--- src/rtl/data_ext_pkg.sv ---
// Core-wide load funct3 encodings and the result bundle used by the load-data extender.
package data_ext_pkg;

  localparam logic [2:0] F3_LB  = 3'b000;
  localparam logic [2:0] F3_LH  = 3'b001;
  localparam logic [2:0] F3_LW  = 3'b010;
  localparam logic [2:0] F3_LBU = 3'b100;
  localparam logic [2:0] F3_LHU = 3'b101;

  typedef struct packed {
    logic [31:0] data;
    logic        illegal;
  } load_res_t;

  function automatic logic [31:0] sext8(input logic [7:0] b);
    return {{24{b[7]}}, b};
  endfunction

  function automatic logic [31:0] sext16(input logic [15:0] h);
    return {{16{h[15]}}, h};
  endfunction

endpackage

--- src/rtl/data_ext.sv ---
// Load-data extender: turns the raw DMEM read word into the RV32 write-back
// value for LB/LH/LW/LBU/LHU. Lane alignment is done upstream, so extraction
// always uses the low bits. Optional output register selected by OUT_REG.
module data_ext
  import data_ext_pkg::*;
#(
  parameter int OUT_REG = 0
) (
  input  logic        clk,
  input  logic        rst,
  input  logic [2:0]  opcode,
  input  logic [31:0] in_data,
  output logic [31:0] opt_data,
  output logic        illegal
);

  load_res_t res_d;

  // Decode funct3 and extract/extend the low byte or halfword; undefined
  // encodings return zero, matching the DMEM unmapped-region value.
  always_comb begin
    res_d = '0;
    case (opcode)
      F3_LB:   res_d.data = sext8(in_data[7:0]);
      F3_LH:   res_d.data = sext16(in_data[15:0]);
      F3_LW:   res_d.data = in_data;
      F3_LBU:  res_d.data = {24'b0, in_data[7:0]};
      F3_LHU:  res_d.data = {16'b0, in_data[15:0]};
      default: res_d.illegal = 1'b1;
    endcase
  end

  generate
    if (OUT_REG != 0) begin : g_reg
      load_res_t res_q;

      // Output stage: one cycle of latency, reset drops the in-flight result.
      always_ff @(posedge clk) begin
        if (rst) res_q <= '0;
        else     res_q <= res_d;
      end

      assign opt_data = res_q.data;
      assign illegal  = res_q.illegal;
    end else begin : g_comb
      // clk/rst are intentionally unused in the combinational build.
      logic unused_clk_rst;
      assign unused_clk_rst = clk ^ rst;

      assign opt_data = res_d.data;
      assign illegal  = res_d.illegal;
    end
  endgenerate

endmodule

--- config.mk ---
export PLATFORM = sky130hd
export DESIGN_NAME = data_ext
export DESIGN_NICKNAME = d
export VERILOG_FILES = /design/src/rtl/data_ext_pkg.sv /design/src/rtl/data_ext.sv
export SDC_FILE = /design/constraint.sdc
export NUM_CORES = 1
export LEC_CHECK = 0
export CORE_MARGIN = 10
export CORE_UTILIZATION = 25
export DETAILED_ROUTE_END_ITERATION = 12
export PLACE_DENSITY_LB_ADDON = 0.08
export RECOVER_POWER = 100
export SYNTH_ARGS = -nofsm -noshare
export SYNTH_HDL_FRONTEND = slang
export SYNTH_SLANG_ARGS = --single-unit
--- constraint.sdc ---
create_clock -name vclk -period 0.8
set_clock_uncertainty 0.05 [all_clocks]
set_input_delay 0.08 -clock vclk [all_inputs]
set_output_delay 0.08 -clock vclk [all_outputs]
set_load 0.02 [all_outputs]
==> impl_metrics.csv, run 1 <==
group,metric,value,unit
cts,post_cts.repair.setup_buffers,1,
yosys,synth-simple-area-share,15.7,%
placed_design,dpl_cell_area,1790,um2
yosys,synth_nets,109,
yosys,avgSynthCellArea,7.99,um2
floorplanning,rows,17,
floorplanning,die_y,68.0,um
floorplanning,pin_count,70,
yosys,synth-compound-area-share,27.6,%
status,error,"[ERROR DPL-0033] detailed placement checks failed during check placement.",
placed_design,dp_hpwl,2.46,mm
placed_design,io_buffers,68,
status,stop_stage,"clock tree synthesis (4_1_cts)",
yosys,yosys.area_share.xor_xnor,0,%
yosys,synthAdderAreaFrac,0,%
floorplanning,start_util,26.0,%
yosys,muxShareOfSynthArea,41.7,%
yosys,yosys_warnings,0,
yosys,synth.distinct_cells,15,
placed_design,post-place-ws,-1180,ps
cts,hold_buffers,0,
yosys,netlist_instances,72,
floorplanning,die_w,68.0,um
yosys,synth-seq-area-share,0,%
cts,cts_resized,273,
placed_design,place_congestion,0.743,
status,status,"stopped before the end",
yosys,synth_top_family_by_area,"multiplexers",
yosys,netlist_area,576,um2
## stage by stage
stage	hold slack (ps)	setup TNS, ps	instances	util, %
2_1_floorplan	238	-2410	72	-
3_3_place_gp	1060	-35220	177	80.8
3_5_place_dp	1050	-35890	177	80.8
## cells by family after synthesis
group / Yosys count
simple gates: 11
buf+inv: 12
compound gates: 25
mux: 24
## synth_stat cells
master     number  area (um2)
mux2i_1        24         240
o21ai_1        12        60.1
and2_1          8        50.1
o2bb2ai_1       8        70.1
buf_6           4        45.0
o21ai_0         4        20.0
buf_2           3        15.0
buf_4           2        15.0
buf_1           1        3.75
clkbuf_1        1        3.75
inv_1           1        3.75
nand4bb_4       1        27.5
nor2b_1         1        6.26
o21ai_2         1        8.76
or2_1           1        6.26
==> run 2: changes to the inputs <==
--- a/config.mk
+++ b/config.mk
@@ -5,10 +5,10 @@
 export SDC_FILE = /design/constraint.sdc
 export NUM_CORES = 1
 export LEC_CHECK = 0
-export CORE_MARGIN = 10
-export CORE_UTILIZATION = 25
+export CORE_AREA = 10 10 71 73
 export DETAILED_ROUTE_END_ITERATION = 12
-export PLACE_DENSITY_LB_ADDON = 0.08
+export DIE_AREA = 0 0 81 83
+export PLACE_DENSITY_LB_ADDON = 0.15
 export RECOVER_POWER = 100
 export SYNTH_ARGS = -nofsm -noshare
 export SYNTH_HDL_FRONTEND = slang
==> constraint.sdc (replaced) <==
create_clock -name vclk -period 1
set_clock_uncertainty 0.05 [all_clocks]
set_input_delay 0.1 -clock vclk [all_inputs]
set_output_delay 0.1 -clock vclk [all_outputs]
set_load 0.02 [all_outputs]
==> run 2 against run 1 <==
  * The flow now finishes, with violations (setup timing)
  * Synthesized area did not move
  * Synthesized cell count unchanged
==> impl_metrics.csv, run 2 <==
group,metric,value,unit
timing,relSlewSlack,84.9,%
timing,fin_ws,-120,ps
drt,drcViolationCount,0,
yosys,synth_top_area_share,41.7,%
yosys,synth_most_common_cell,"mux2i_1",
floorplanning,die-area,6720,um2
setup_path,endpoint_kind,"output pin",
yosys,synthTopCellsByCount,"24 x mux2i_1, 12 x o21ai_1, 8 x and2_1, 8 x o2bb2ai_1",
run,maxCapViolCount,0,
yosys,yosys-top-cells-area,"mux2i_1 42%, o2bb2ai_1 12%, o21ai_1 10%",
floorplanning,rows,22,
cells_and_area,final_cell_mix,"38 x buf_6, 17 x clkdlybuf4s50_1, 15 x buf_4",
timing,hold_viol,0,
drt,drt_iter0_drc,16,
cells_and_area,fin_cells,205,
floorplanning,coreArea,3630,um2
pwr,vdd_drop_max,0.000250,V
status,status,"complete, but fails checks",
timing,rsz0062_at_grt,"true",
cells_and_area,n_fill_cell,337,
cells_and_area,nClkBuffers,0,
floorplanning,pin_count,70,
drt,totalWireLength,3.56,mm
global_route,grt_usage,9.61,%
cts,hold_buffers,0,
global_route,antenna_found_initial,0,
cells_and_area,final_common_cell,"buf_6",
cells_and_area,drive_above_1_share,72.0,%
setup_path,path_delay_family,"buffers and inverters",
yosys,netlist_area,576,um2
cells_and_area,antenna_cells,0,
pwr,power,1070,uW
timing,tns,-2460,ps
yosys,avgSynthCellArea,7.99,um2
timing,fmax,0.893,GHz
global_route,overflow,0,
global_route,grtUsageMet2,19.1,%
setup_path,max_stage_delay,250,ps
timing,worst_pin_slew,222,ps
placed_design,placed_cells,197,
setup_path,crit_chain,"clkdlybuf4s15_2 > buf_4 > mux2i_2 > o21ai_4 > buf_6",
floorplanning,die_w,81,um
yosys,synth.distinct_cells,15,
setup_path,cp_slowest_cell,"clkdlybuf4s15_2",
placed_design,dp_hpwl,2.51,mm
cells_and_area,multi_input_area,965,um2
cells_and_area,area_growth,265,%
global_route,met3_usage,2.05,%
setup_path,crit_cells,5,
pwr,leakage,0.000906,uW
timing,finalCritPeriodShare,112,%
cells_and_area,nets,196,
yosys,netlist_instances,72,
status,violations,"setup timing",
hold_path,hold_depth,4,
timing,fin_crit,1120,ps
pwr,power_density,509,nW/um2
drt,drt-vias-per-instance,4.50,
floorplanning,start_util,15.8,%
yosys,synth_nets,109,
setup_path,cp.arrival,970,ps
yosys,synth-seq-area-share,0,%
drt,vias,922,
setup_path,crit_buf_inv,3,
global_route,grt_use_met1,10.3,%
floorplanning,die_y,83,um
timing,slew_violations,0,
cells_and_area,seq_cells,0,
global_route,grt_pass1_wl,5.41,mm
setup_path,critPathKind,"in2out",
setup_path,startpoint_type,"input port",
yosys,yosys_warnings,0,
global_route,grt_pass1_vias,996,
placed_design,io_buffers,68,
drt,first_pass_iters,2,
hold_path,hp-class,"in2out",
drt,antenna_left,0,
yosys,yosysTopAreaCell,"mux2i_1",
drt,wire_per_inst,17.4,um
global_route,grt-busiest-layer,"met2",
placed_design,place_congestion,0.654,
setup_path,crit_path_max_fanout,6,
setup_path,crit_required,850,ps
global_route,grt_max_degree,13,
cells_and_area,seqCellArea,0,um2
timing,setup_violations,32,
-- run 2: cell counts after synthesis --
Identical to the previous run, type by type.
-- run 2: path summary, 6_finish.rpt --
kind / slack (ps) / endpoint / startpoint
worst max-delay path: -120 / opt_data[30] / in_data[7]
worst min-delay path: 600 / opt_data[17] / in_data[17]
-- run 2: tightest hold or removal path: stages --
cell            delay (ps)
dlymetal6s2s_1         140
mux2i_4                 90
o21ai_4                120
buf_6                  110
-- run 2: metal layers --
layer | vias to the layer above | wire [um] | share of wire (%)
met5 | - | 0 | 0
met4 | 0 | 0 | 0
met3 | 0 | 231 | 6.5
met2 | 22 | 2130 | 60
met1 | 461 | 1200 | 34
li1 | 439 | - | -
-- run 2: cells by family (layout without fill, tap and decap cells) --
group / Yosys count / after routing / synth area share (%)
AOI/OAI and AO/OA: 25 / 25 / 27.6
and+or+nand+nor: 11 / 11 / 15.7
muxes: 24 / 24 / 41.7
buffers and inverters: 12 / 97 / 15.0
-- run 2: timing repair --
action,in CTS,in global routing
endpoints found under the setup margin,33,32
cloned,5,0
setup buffers,2,1
resized for setup,270,49
pin swaps,19,6
-- run 2: per-stage QoR --
step | worst slack, ps | instance area [um2] | hold slack (ps) | util (%)
final | -120 | 2100 | 603 | 57.8
after global routing | -149 | 2100 | 626 | 57.8
after CTS | -141 | 1860 | 693 | 51.3
after detailed placement | -994 | 1500 | 1200 | 41.3
after global placement | -959 | 1500 | 1200 | 41.3
after floorplan | -92.5 | 668 | 290 | -
-- run 2: area by class of cell --
cell class	count	share of cell area, %
timing repair buffer	96	51.0
multi-input combinational	60	45.9
tap	48	2.86
inverter	1	0.179
-- run 2: power by group --
part	internal (uW)	switching (uW)
sequential	0	0
clock	0	0
combinational	595	474
(Power assumes the default switching activity.)
